File: config.mk
export PLATFORM = sky130hd
export DESIGN_NAME = noc_fifo_pkt_arbiter
export DESIGN_NICKNAME = d
export VERILOG_FILES = /design/src/rtl/noc_fifo_pkt_arbiter_pkg.sv /design/src/rtl/noc_fifo_pkt_arbiter_rr_pick.sv /design/src/rtl/noc_fifo_pkt_arbiter.sv
export SDC_FILE = /design/constraint.sdc
export NUM_CORES = 1
export LEC_CHECK = 0
export BUFFER_PORTS_ARGS = -buffer_cell sky130_fd_sc_hd__buf_2
export CAP_MARGIN = 20
export CORE_MARGIN = 4
export CORE_UTILIZATION = 44
export CTS_BUF_LIST = sky130_fd_sc_hd__clkbuf_16
export DETAILED_ROUTE_END_ITERATION = 10
export PLACE_DENSITY = 0.81
export REMOVE_ABC_BUFFERS = 1
export SYNTH_ARGS = -nofsm -noshare
export SYNTH_HDL_FRONTEND = slang
export SYNTH_HIERARCHICAL = 1
export SYNTH_SLANG_ARGS = --single-unit
File: constraint.sdc
create_clock -name clk -period 2.8 [get_ports clk]
set_input_delay 0.28 -clock clk [delete_from_list [all_inputs] [get_ports clk]]
set_output_delay 0.28 -clock clk [all_outputs]
set_load 0.02 [all_outputs]
File: src/rtl/noc_fifo_pkt_arbiter_pkg.sv
// Shared constants and types for the packet-aware FIFO arbiter.
// Optional statistics block is enabled by NOC_FIFO_ARB_STATS_EN in the top.
package noc_fifo_arb_pkg;

  typedef enum logic [0:0] {
    IDLE = 1'b0,
    PASS = 1'b1
  } arb_state_e;

  // Register offsets relative to SR_ARB_BASE
  localparam int ARB_MASK_OFS    = 0;
  localparam int ARB_QUANTUM_OFS = 1;
  localparam int ARB_STATS_OFS   = 2;

  localparam int ARB_QUANTUM_W = 8;

  // A programmed quantum of zero behaves as one packet per grant
  function automatic logic [ARB_QUANTUM_W-1:0] eff_quantum(input logic [ARB_QUANTUM_W-1:0] q);
    return (q == '0) ? {{(ARB_QUANTUM_W-1){1'b0}}, 1'b1} : q;
  endfunction

endpackage

File: src/rtl/noc_fifo_pkt_arbiter_rr_pick.sv
// Combinational round-robin picker: first eligible index after i_ptr,
// wrapping around, with i_ptr itself checked last.
module rr_pick #(
  parameter int NUM_INPUTS = 4,
  parameter int SW         = $clog2(NUM_INPUTS)
) (
  input  logic [NUM_INPUTS-1:0] i_eligible,
  input  logic [SW-1:0]         i_ptr,
  output logic [SW-1:0]         o_grant,
  output logic                  o_any
);

  logic found;
  int   idx;

  // Scan ptr+1 .. ptr+NUM_INPUTS modulo NUM_INPUTS and keep the first hit
  always_comb begin
    o_grant = '0;
    found   = 1'b0;
    idx     = 0;
    for (int i = 1; i <= NUM_INPUTS; i++) begin
      idx = (int'(i_ptr) + i) % NUM_INPUTS;
      if (!found && i_eligible[idx[SW-1:0]]) begin
        found   = 1'b1;
        o_grant = idx[SW-1:0];
      end
    end
  end

  assign o_any = |i_eligible;

endmodule

File: src/rtl/noc_fifo_pkt_arbiter.sv
// Packet-aware round-robin arbiter feeding a shared {tlast,tdata} FIFO.
// One input owns the output for up to `quantum` whole packets; beats of
// different packets are never interleaved.
// Define NOC_FIFO_ARB_STATS_EN to add per-input packet/beat counters and
// the rb_data readback port (stats select at SR_ARB_BASE+2).
//
// state | meaning
// ------+-------------------------------------------------------------
// IDLE  | no owner; arbitrate among valid & masked-in inputs (1 bubble)
// PASS  | granted input passed straight through to the FIFO
module noc_fifo_pkt_arbiter
  import noc_fifo_arb_pkg::*;
#(
  parameter int NUM_INPUTS  = 4,
  parameter int WIDTH       = 32,
  parameter int SR_ARB_BASE = 129
) (
  input  logic                          clk,
  input  logic                          reset,
  input  logic                          clear,
  input  logic                          set_stb,
  input  logic [7:0]                    set_addr,
  input  logic [31:0]                   set_data,
  input  logic [NUM_INPUTS*WIDTH-1:0]   i_tdata,
  input  logic [NUM_INPUTS-1:0]         i_tlast,
  input  logic [NUM_INPUTS-1:0]         i_tvalid,
  output logic [NUM_INPUTS-1:0]         i_tready,
  output logic [WIDTH-1:0]              o_tdata,
  output logic                          o_tlast,
  output logic                          o_tvalid,
  input  logic                          o_tready,
  output logic [$clog2(NUM_INPUTS)-1:0] o_src,
  output logic                          busy
`ifdef NOC_FIFO_ARB_STATS_EN
  ,
  output logic [63:0]                   rb_data
`endif
);

  localparam int              SW       = $clog2(NUM_INPUTS);
  localparam logic [SW-1:0]   LAST_IDX = SW'(NUM_INPUTS - 1);
  localparam logic [0:0]      S_IDLE   = IDLE;
  localparam logic [0:0]      S_PASS   = PASS;
  localparam logic [7:0]      A_MASK   = 8'(SR_ARB_BASE + ARB_MASK_OFS);
  localparam logic [7:0]      A_QUANT  = 8'(SR_ARB_BASE + ARB_QUANTUM_OFS);

  logic [0:0]               r_state;
  logic [SW-1:0]            r_src;
  logic [SW-1:0]            r_ptr;
  logic [ARB_QUANTUM_W-1:0] r_cnt;
  logic                     r_clr_pend;
  logic [NUM_INPUTS-1:0]    r_mask;
  logic [ARB_QUANTUM_W-1:0] r_quantum;
  logic [WIDTH-1:0]         r_tdata_hold;
  logic                     r_tlast_hold;

  logic [NUM_INPUTS-1:0]    w_eligible;
  logic [SW-1:0]            w_grant;
  logic                     w_any;
  logic                     w_pass;
  logic                     w_sel_valid;
  logic                     w_sel_last;
  logic [WIDTH-1:0]         w_sel_data;
  logic                     w_hs;
  logic                     w_eop;
  logic                     w_clr_any;
  logic [ARB_QUANTUM_W:0]   w_cnt_nxt;
  logic                     w_quantum_done;
  logic                     w_leave;
  logic                     w_unused_set;

  assign w_unused_set = &{1'b0, set_data[31:ARB_QUANTUM_W]};

  assign w_eligible  = i_tvalid & r_mask;
  assign w_pass      = (r_state == S_PASS);
  assign w_sel_valid = i_tvalid[r_src];
  assign w_sel_last  = i_tlast[r_src];
  assign w_sel_data  = i_tdata[r_src*WIDTH +: WIDTH];
  assign w_hs        = w_pass & w_sel_valid & o_tready;
  assign w_eop       = w_hs & w_sel_last;
  assign w_clr_any   = clear | r_clr_pend;

  // Mask and quantum are sampled only at the tlast handshake, so a write
  // landing mid-packet naturally takes effect at the next boundary.
  assign w_cnt_nxt      = {1'b0, r_cnt} + 1'b1;
  assign w_quantum_done = (w_cnt_nxt >= {1'b0, eff_quantum(r_quantum)});
  assign w_leave        = w_quantum_done | ~r_mask[r_src] | w_clr_any;

  rr_pick #(
    .NUM_INPUTS (NUM_INPUTS),
    .SW         (SW)
  ) u_rr_pick (
    .i_eligible (w_eligible),
    .i_ptr      (r_ptr),
    .o_grant    (w_grant),
    .o_any      (w_any)
  );

  // Settings registers; clear deliberately leaves them untouched
  always_ff @(posedge clk or posedge reset) begin
    if (reset) begin
      r_mask    <= '1;
      r_quantum <= ARB_QUANTUM_W'(1);
    end else if (set_stb) begin
      if (set_addr == A_MASK)  r_mask    <= set_data[NUM_INPUTS-1:0];
      if (set_addr == A_QUANT) r_quantum <= set_data[ARB_QUANTUM_W-1:0];
    end
  end

  // Arbitration FSM, grant pointer, packets-per-grant count, pending clear
  always_ff @(posedge clk or posedge reset) begin
    if (reset) begin
      r_state    <= S_IDLE;
      r_src      <= '0;
      r_ptr      <= LAST_IDX;
      r_cnt      <= '0;
      r_clr_pend <= 1'b0;
    end else begin
      case (r_state)
        S_IDLE: begin
          r_clr_pend <= 1'b0;
          if (clear) begin
            r_ptr <= LAST_IDX;
            r_cnt <= '0;
          end else if (w_any) begin
            r_src   <= w_grant;
            r_ptr   <= w_grant;
            r_cnt   <= '0;
            r_state <= S_PASS;
          end
        end
        S_PASS: begin
          if (clear) r_clr_pend <= 1'b1;
          if (w_eop) begin
            if (w_leave) begin
              r_state <= S_IDLE;
              r_cnt   <= '0;
              if (w_clr_any) begin
                r_ptr      <= LAST_IDX;
                r_clr_pend <= 1'b0;
              end
            end else begin
              r_cnt <= w_cnt_nxt[ARB_QUANTUM_W-1:0];
            end
          end
        end
        default: r_state <= S_IDLE;
      endcase
    end
  end

  // Remember the last presented beat so the FIFO side stays stable in IDLE
  always_ff @(posedge clk or posedge reset) begin
    if (reset) begin
      r_tdata_hold <= '0;
      r_tlast_hold <= 1'b0;
    end else if (w_pass) begin
      r_tdata_hold <= w_sel_data;
      r_tlast_hold <= w_sel_last;
    end
  end

  // Zero-latency pass-through of the granted input while in PASS
  always_comb begin
    o_tdata  = r_tdata_hold;
    o_tlast  = r_tlast_hold;
    o_tvalid = 1'b0;
    i_tready = '0;
    if (w_pass) begin
      o_tdata         = w_sel_data;
      o_tlast         = w_sel_last;
      o_tvalid        = w_sel_valid;
      i_tready[r_src] = o_tready;
    end
  end

  assign o_src = r_src;
  assign busy  = w_pass;

`ifdef NOC_FIFO_ARB_STATS_EN
  localparam logic [7:0] A_STATS = 8'(SR_ARB_BASE + ARB_STATS_OFS);

  logic [2:0]  r_stats_sel;
  logic [31:0] r_pkt_cnt  [NUM_INPUTS];
  logic [31:0] r_beat_cnt [NUM_INPUTS];

  // Readback selector; like the other settings it survives clear
  always_ff @(posedge clk or posedge reset) begin
    if (reset) begin
      r_stats_sel <= '0;
    end else if (set_stb && (set_addr == A_STATS)) begin
      r_stats_sel <= set_data[2:0];
    end
  end

  // Per-input beat and packet counters; clear wipes them at once
  always_ff @(posedge clk or posedge reset) begin
    if (reset) begin
      for (int k = 0; k < NUM_INPUTS; k++) begin
        r_pkt_cnt[k]  <= '0;
        r_beat_cnt[k] <= '0;
      end
    end else if (clear) begin
      for (int k = 0; k < NUM_INPUTS; k++) begin
        r_pkt_cnt[k]  <= '0;
        r_beat_cnt[k] <= '0;
      end
    end else if (w_hs) begin
      r_beat_cnt[r_src] <= r_beat_cnt[r_src] + 32'd1;
      if (w_sel_last) r_pkt_cnt[r_src] <= r_pkt_cnt[r_src] + 32'd1;
    end
  end

  // Selects beyond the last input read back as zero
  always_comb begin
    rb_data = '0;
    if (int'(r_stats_sel) < NUM_INPUTS)
      rb_data = {r_pkt_cnt[r_stats_sel[SW-1:0]], r_beat_cnt[r_stats_sel[SW-1:0]]};
  end
`endif

endmodule

Word-level counts from Yosys, hierarchy flattened
Index checks and enable logic that the tools add are counted.
{"block": "word_totals", "reg_bits": 59, "inputBits": 181, "out_inout_bits": 41, "word_cells": 102}
{"block": "op_classes", "n_addsub": 5, "order_cmp": 7, "eq_ne": 6, "n_shift": 1, "muxes": 49, "bitwise_logic": 11, "n_reduce_logical": 14}
{"cell": "$shiftx 128x8->32", "n": 1}
{"cell": "$mux 8", "n": 5}
{"cell": "$mux 32", "n": 1}
{"cell": "$mux 1", "n": 21}
{"cell": "$mux 2", "n": 9}
{"cell": "$eq 8x8->1 const B", "n": 2}
{"cell": "$pmux 8 s2", "n": 1}
{"cell": "$lt 2x3->1 const B", "n": 5}
{"cell": "$bmux 1 s2", "n": 7}
{"cell": "$add 8x1->9 const B", "n": 1}
{"cell": "$ge 9x8->1", "n": 1}
{"cell": "$and 4x4->4", "n": 2}
{"cell": "$logic_not 8->1", "n": 1}
{"cell": "$ne 2x1->1 const B", "n": 3}
{"cell": "$reduce_and 2->1", "n": 3}
{"cell": "$add 2x1->2 const B", "n": 2}
{"cell": "$add 2x2->2 const B", "n": 2}
{"cell": "$logic_and 1x1->1", "n": 4}
{"cell": "$mux 4", "n": 1}
{"cell": "$pmux 1 s2", "n": 2}
{"cell": "$pmux 2 s2", "n": 1}
{"cell": "$reduce_and 4->1", "n": 1}
{"cell": "$reduce_or 4->1", "n": 1}
{"cell": "$and 1x1->1", "n": 3}
{"cell": "7 further kinds", "n": 13}

Logic depth before layout (Yosys ltp)
Gate-level depths: netlist of the first run.
{"block": "depth", "ltp_word": 16, "mapped_depth": 10}

Cells and area by module
The synthesis of the first run kept the hierarchy.
{"mod": "noc_fifo_pkt_arbiter", "instances": 1, "cells_per_inst": 263, "area_each_um2": 3583.4, "seq_area_each_um2": 1485.2}
{"mod": "rr_pick", "instances": 1, "cells_per_inst": 14, "area_each_um2": 81.3, "seq_area_each_um2": 0.0}

Least setup slack after synthesis of the first run
OpenSTA, ideal clock, no wires.
{"block": "synth_timing", "path_kind": "register to register", "start": "reg r_cnt[0]", "end": "reg r_cnt[2]", "setup_time_ns": 0.080, "arrival_ns": 2.372, "t_required_ns": 2.720, "setup_slack_ns": 0.348, "stages_incl_launch_ff": 11, "n_path_buf": 0, "synth_period_minus_slack_ns": 2.452, "cell_sequence": "dfrtp_1 -> ha_1 -> nand3_1 -> nor2_1 -> xor2_1 -> ha_1 -> a211oi_1 -> nand2_1 -> a31oi_1 -> o211ai_4 -> o211ai_2"}
{"block": "synth_between", "elab_chain_cells": 7}
{"item": "start: declaration", "line": "noc_fifo_pkt_arbiter.sv:50", "source": "logic [ARB_QUANTUM_W-1:0] r_cnt;"}
{"item": "start signal: assignment", "line": "noc_fifo_pkt_arbiter.sv:143", "source": "r_cnt <= w_cnt_nxt[ARB_QUANTUM_W-1:0];"}
{"item": "$add 8x1->9 *", "line": "noc_fifo_pkt_arbiter.sv:85", "source": "assign w_cnt_nxt = {1'b0, r_cnt} + 1'b1;"}
{"item": "$ge 9x8->1", "line": "noc_fifo_pkt_arbiter.sv:86", "source": "assign w_quantum_done = (w_cnt_nxt >= {1'b0, eff_quantum(r_quantum)});"}
{"item": "$or 1x1->1 (2 in a row)", "line": "noc_fifo_pkt_arbiter.sv:87", "source": "assign w_leave = w_quantum_done | ~r_mask[r_src] | w_clr_any;"}
{"item": "$mux 8 *", "line": "noc_fifo_pkt_arbiter.sv:135", "source": "if (w_leave) begin"}
{"item": "$mux 8 *", "line": "noc_fifo_pkt_arbiter.sv:134", "source": "if (w_eop) begin"}
{"item": "$pmux 8 s2 *", "line": "noc_fifo_pkt_arbiter.sv:119", "source": "case (r_state)"}
Mark *: on every way between the ends. The rest lies on a longest branch, timed or not. The select of a mux whose other input is x is not followed.
A chain may end at the register's enable or synchronous reset.

Worst setup path after layout of the first run
Ends and elaborated chain as after synthesis.

==> metrics.csv, run 1 <==
stage,metric,value,unit
global_route,antenna violations before repair,0,
route,Routed Antenna Nets,0,
timing,final period utilization,0.908,
clock_tree,clk sinks,59,
route,final WL,10100,um
timing,Final min period,2.54,ns
synthesis,largest family of logic cells by synthesized area,multiplexers,
final_layout,Antenna diodes,0,
place,I/O Buffers,197,
timing,Hold Slack,0.0864,ns
clock_tree,CTS buffer count,9,
place,placed cell count,572,
timing,Slew @ Worst Pin,0.750,ns
global_route,number of global-route vias before repair,3536,
synthesis,simple-gate share of the synthesized area,0.0768,
route,vias,3113,
floorplanning,Die Ht,99.3,um
synthesis,post-synthesis xor/xnor area fraction,0.0143,
route,max layer used,met4,
synthesis,Mapped Area,3660,um2
hold_path,worst hold path type,in -> async,
worst_setup_path,largest fanout on the critical path,7,
clock_tree,H-tree lvl count,3,
run,max_cap viols,0,
floorplanning,Core Area,8180,um2
synthesis,"Primary FF master, synth",dfrtp_1,
timing,final hold vios,0,
timing,f_max,0.393,GHz
worst_setup_path,worst reg2reg path startpoint,r_cnt[0],
global_route,GRT overflow,0,
synthesis,sequential area share after synthesis,0.405,
route,met2 routed WL,5220,um
clock_tree,Root Driver,clkbuf_16,
worst_setup_path,Worst Path Required,3.04,ns
floorplanning,Die W,99.3,um
worst_setup_path,Critical Path Source,r_cnt[0],
route,wl on met1,4020,um
clock_tree,CTS resizes,0,
synthesis,count of flip-flops with a built-in enable after synthesis,0,
route,initial DRC count,101,
synthesis,Syn Area/Cell,13.2,um2
global_route,first-pass GRT wire length,16700,um
timing,"Setup violations, final",0,
synthesis,mux cell area share after synthesis,0.362,
final_layout,area growth from synthesis to layout,38.8,%
final_layout,"Core Util, Final",0.622,
route,wire length per cell,17.1,um
final_layout,share of layout cells above drive strength 1,0.636,
worst_setup_path,critical path class,reg -> reg,
place,RD Place Congestion,0.779,
synthesis,Synth Register Bits,59,
floorplanning,Cell Rows,33,
route,vias per cell,5.29,
synthesis,"FFs w/ async S/R, synth",1.00,
worst_setup_path,crit start category,register,
clock_tree,clock-pin slew on the worst setup and hold paths,0.05,ns
global_route,pin count of the biggest net entering global routing,34,
synthesis,adder-cell area share of the yosys netlist,0.0307,
power_and_ir_drop,Power Density,770,nW/um2
global_route,total track usage,0.213,
power_and_ir_drop,LEAKAGE,2.42,nW
synthesis,Synth Area in Compound Gates,0.0751,
power_and_ir_drop,VDD IR max,0.540,mV
final_layout,fin nets,668,
timing,unrepaired setup endpoints after global routing,false,
route,met3 WL,711,um
floorplanning,Starting Density,0.448,
route,DRC viols,0,
worst_setup_path,crit path DAT,2.79,ns
status,status,"finished, final reports clean",
timing,max-slew violations,0,
clock_tree,clock latency on the worst-skew pair,0.32,ns
final_layout,Non-Filler Instances,588,
timing,Max Clock Skew,0.00709,ns
clock_tree,clock buffer depth,2,
clock_tree,CTS tree,built,
place,DP HPWL,8230,um
clock_tree,CTS Hold Bufs,0,
timing,max_slew headroom,0.499,
floorplanning,die area,9850,um2
floorplanning,# IOs,222,
route,1st-pass router iterations,4,
synthesis,Synth cell types,43,
synthesis,Syn. warnings,6,
clock_tree,post-CTS setup repair buffer count,0,
synthesis,Cells after Synth,277,
worst_setup_path,Crit. End Element,register,
## final timing paths
path	to	slack, ns	depth (start not counted)
worst max-delay path	r_cnt[2]	0.26	11
worst max register to register	r_cnt[2]	0.26	11
min in group clk	r_quantum[6]	0.17	2
worst min register to register	r_tdata_hold[13]	0.49	1
max in group asynchronous	r_tdata_hold[15]	2.10	3
worst min-delay path	r_tdata_hold[29]	0.09	2
## cells in the mapped netlist (2+ instances only)
master | count | area (um2)
a21oi_1 | 5 | 25.0
a31oi_1 | 2 | 12.5
and2_1 | 7 | 43.8
buf_2 | 2 | 10.0
buf_4 | 4 | 30.0
clkbuf_1 | 9 | 33.8
dfrtp_1 | 52 | 1300
dfstp_2 | 7 | 184
ha_1 | 9 | 113
inv_1 | 13 | 48.8
mux2_1 | 12 | 135
mux2_2 | 35 | 394
mux4_2 | 35 | 788
nand2_1 | 22 | 82.6
nand2b_1 | 2 | 12.5
nand3_1 | 5 | 25.0
nand4_1 | 2 | 12.5
nor2_1 | 12 | 45.0
nor2b_1 | 2 | 12.5
nor3_1 | 2 | 10.0
o2111ai_1 | 4 | 35.0
o21ai_1 | 7 | 35.0
o22a_1 | 2 | 17.5
or3b_1 | 2 | 17.5
xor2_1 | 5 | 43.8
## power by group
part	switching, W	total [W]	internal (W)
combinational	0.000927	0.00165	0.000722
clock	0.000377	0.00105	0.000675
sequential	0.0000908	0.00122	0.00113
## worst max-delay path, stage by stage (launching register included)
cell,delay (ns)
dfrtp_1,0.44
ha_1,0.27
nand3_2,0.14
nor2_1,0.16
xor2_1,0.24
ha_1,0.28
a211oi_1,0.24
nand2_1,0.08
a31oi_1,0.14
buf_4,0.18
o211ai_4,0.10
o211ai_2,0.19
## logic make-up after synthesis
logic type,after synthesis
simple gates,59
buf+inv,30
mux,83
fa+ha+maj,9
flops,59
compound gates,31
xor+xnor,6
## layout make-up
type,instances,area (um2)
inverters,14,52.6
repair buffers,206,1080
clock inverters,7,58.8
fillers,674,3090
well taps,105,131
flip-flops and latches,59,1490
clock buffers,9,225
multi-input cells,188,2050
## through the flow
| stage | worst slack [ns] | cell area [um2] | TNS (ns) | total power (W) |
|---|---|---|---|---|
| after global routing | 0.0439 | 5090 | 0 | 0.00413 |
| after CTS | 0.212 | 5080 | 0 | 0.00396 |
| after global placement | 0.354 | 4800 | 0 | 0.00283 |
| after floorplan | -0.269 | 3590 | -6.87 | 0.00233 |
| after detailed placement | 0.237 | 4800 | 0 | 0.00289 |
| final | 0.258 | 5090 | 0 | 0.00392 |
## routing by layer
layer / up-vias / track usage
li1: 1451 / -
met1: 1531 / 0.260
met2: 118 / 0.376
met3: 13 / 0.0540
met4: 0 / 0.0525
met5: - / 0
## layout by cell type, fill, tap and decap left out, types with 7 or more instances in the layout
cell type  instances
buf_2            197
dfrtp_1           51
mux4_2            35
mux2_2            35
nand2_1           22
nor2_1            12
mux2_1            12
inv_1             12
ha_1               9
clkbuf_16          9
and2_1             7
o21ai_1            7
buf_4              7
dfstp_2            7
## state kept, by name, summed over array words and instances, names as in the netlist
| name | cells |
|---|---|
| r_cnt | 8 |
| o_src | 2 |
| r_tdata_hold | 32 |
| r_ptr | 2 |
| r_quantum | 8 |
| r_mask | 4 |
| r_clr_pend | 1 |
| r_tlast_hold | 1 |
| busy | 1 |
Power figures use the tool's default switching activity.
==> inputs of run 2 (changes only) <==
- SETUP_SLACK_MARGIN: not set -> 0.5
==> metrics.csv, run 2 (same netlist as run 1, synthesis figures left out) <==
stage,metric,value,unit,change
hold_path,worst hold path type,in -> async,,
timing,post-route setup TNS,0,ns,unchanged
final_layout,Non-Filler Instances,602,,+2.4%
final_layout,Antenna diodes,0,,unchanged
route,initial DRC count,93,,-7.9%
worst_setup_path,Buf/Inv on CP,1,,unchanged
timing,max_slew headroom,0.504,,+0.00425
place,DP HPWL,8230,um,unchanged
timing,f_max,0.447,GHz,+14%
global_route,total track usage,0.215,,+0.00239
floorplanning,# IOs,222,,unchanged
route,final WL,10400,um,+2.7%
place,I/O Buffers,197,,unchanged
floorplanning,die area,9850,um2,unchanged
final_layout,share of layout cells above drive strength 1,0.660,,+0.0243
final_layout,biggest regs,"r_tdata_hold x32, r_cnt x8, r_quantum x8",,
route,vias,3195,,+2.6%
worst_setup_path,crit start category,register,,
worst_setup_path,Crit. End Element,register,,
clock_tree,clk sinks,59,,unchanged
route,DRC viols,0,,unchanged
final_layout,final instance area,5240,um2,+3.0%
floorplanning,Die Ht,99.3,um,unchanged
worst_setup_path,crit path cell chain,"ha_4, nand3_4, nor2_4, xor2_2, ha_1, a211oi_2, nand2_1, a31oi_1, buf_4, o211ai_4, o211ai_2",,
power_and_ir_drop,Power Density,749,nW/um2,-2.8%
clock_tree,Root Driver,clkbuf_16,,
timing,max-slew violations,0,,unchanged
final_layout,most frequent cells in the layout,"197 x buf_2, 48 x dfrtp_1, 35 x mux4_2, 35 x mux2_2, 22 x nand2_1",,
worst_setup_path,Worst Path Required,3.04,ns,about the same
final_layout,max reg flops,32,,unchanged
global_route,first-pass GRT wire length,16900,um,+1.2%
worst_setup_path,critical path class,reg -> reg,,
worst_setup_path,cell family with most CP delay,compound AO/OA/AOI/OAI gates,,
clock_tree,clock latency on the worst-skew pair,0.32,ns,about the same
timing,final period utilization,0.800,,-0.108
place,RD Place Congestion,0.779,,unchanged
power_and_ir_drop,VDD IR max,0.540,mV,+0.12%
global_route,antenna violations before repair,0,,unchanged
final_layout,fin nets,682,,+2.1%
floorplanning,Core Area,8180,um2,unchanged
run,max_cap viols,0,,unchanged
route,vias per cell,5.31,,+0.25%
place,placed cell count,572,,unchanged
floorplanning,Die W,99.3,um,unchanged
timing,Slew @ Worst Pin,0.743,ns,-0.00637 ns
timing,unrepaired setup endpoints after global routing,true,,
clock_tree,CTS tree,built,,
power_and_ir_drop,LEAKAGE,2.49,nW,+2.8%
final_layout,Biggest register,r_tdata_hold,,
global_route,number of global-route vias before repair,3580,,+1.2%
route,Routed Antenna Nets,0,,unchanged
place,placed inst area,4800,um2,unchanged
worst_setup_path,crit path DAT,2.48,ns,-0.31 ns
clock_tree,clock buffer depth,2,,unchanged
global_route,GRT overflow,0,,unchanged
clock_tree,CTS buffer count,9,,unchanged
floorplanning,Cell Rows,33,,unchanged
timing,Final min period,2.24,ns,-0.303 ns
final_layout,area growth from synthesis to layout,43.0,%,
global_route,pin count of the biggest net entering global routing,34,,unchanged
worst_setup_path,biggest cell delay along the critical path,0.44,ns,about the same
route,1st-pass router iterations,4,,unchanged
status,status,"finished, final reports clean",,
floorplanning,Starting Density,0.448,,unchanged
route,wire length per cell,17.2,um,+0.30%
timing,"Setup violations, final",0,,unchanged
clock_tree,H-tree lvl count,3,,unchanged
timing,final hold vios,0,,unchanged
worst_setup_path,largest fanout on the critical path,7,,unchanged
worst_setup_path,crit path max-delay cell type,dfrtp_2,,
clock_tree,clock-pin slew on the worst setup and hold paths,0.05,ns,about the same
timing,Max Clock Skew,0.00730,ns,+0.000205 ns
final_layout,"most common cell after layout, fill and taps aside",buf_2,,
==> run 2: changes by cell type in the layout (fill, tap and decap cells not counted), sizes merged <==
| cell | change |
|---|---|
| buf | +14 |
==> run 2: repair_timing <==
action                                  CTS  global route
resized for setup                         5             7
endpoints found under the setup margin   39            21
setup buffers                             8             6
pin swaps                                 1             3
hold buffers                              0             0
==> run 2: path summary, 6_finish.rpt <==
path,slack [ns],depth (start not counted),end,from
setup / recovery,0.56,11,r_cnt[2],r_cnt[1]
hold / removal,0.09,2,r_tdata_hold[16],reset
setup reg to reg,0.56,11,r_cnt[2],r_cnt[1]
hold reg to reg,0.49,1,r_tdata_hold[13],r_tdata_hold[13]
max in group asynchronous,2.10,3,r_tdata_hold[15],reset
min in group clk,0.17,2,r_quantum[6],set_data[6]
==> run 2: per-stage QoR <==
stage | total power [W] | worst slack, ns | hold WS (ns) | utilization
floorplan | 0.00233 | -0.269 | 0.412 | -
global placement | 0.00283 | 0.354 | 0.436 | 0.587
detailed placement | 0.00289 | 0.237 | 0.451 | 0.587
CTS | 0.00397 | 0.469 | 0.115 | 0.632
global route | 0.00414 | 0.430 | 0.148 | 0.641
finish | 0.00392 | 0.561 | 0.0884 | 0.641
==> run 2: power by group <==
part / total (W) / internal, W / leakage (nW) / switching (W)
sequential: 0.00121 / 0.00113 / 0.718 / 0.0000867
combinational: 0.00166 / 0.000730 / 1.64 / 0.000931
clock: 0.00105 / 0.000675 / 0.138 / 0.000373
==> run 2: area by class of cell <==
type | instances | area [um2]
clock buffer | 9 | 225
clock inverter | 7 | 58.8
fill | 661 | 2940
inverter | 14 | 52.6
multi-input combinational | 188 | 2090
sequential | 59 | 1490
tap | 105 | 131
timing repair buffer | 220 | 1190
==> run 2: layer usage <==
layer  share of wire  vias to the layer above  GRT usage
met2            0.53                      128      0.380
met1            0.39                     1577      0.262
li1                -                     1478          -
met3           0.070                       12     0.0547
met4           0.013                        0     0.0557
met5               0                        -          0
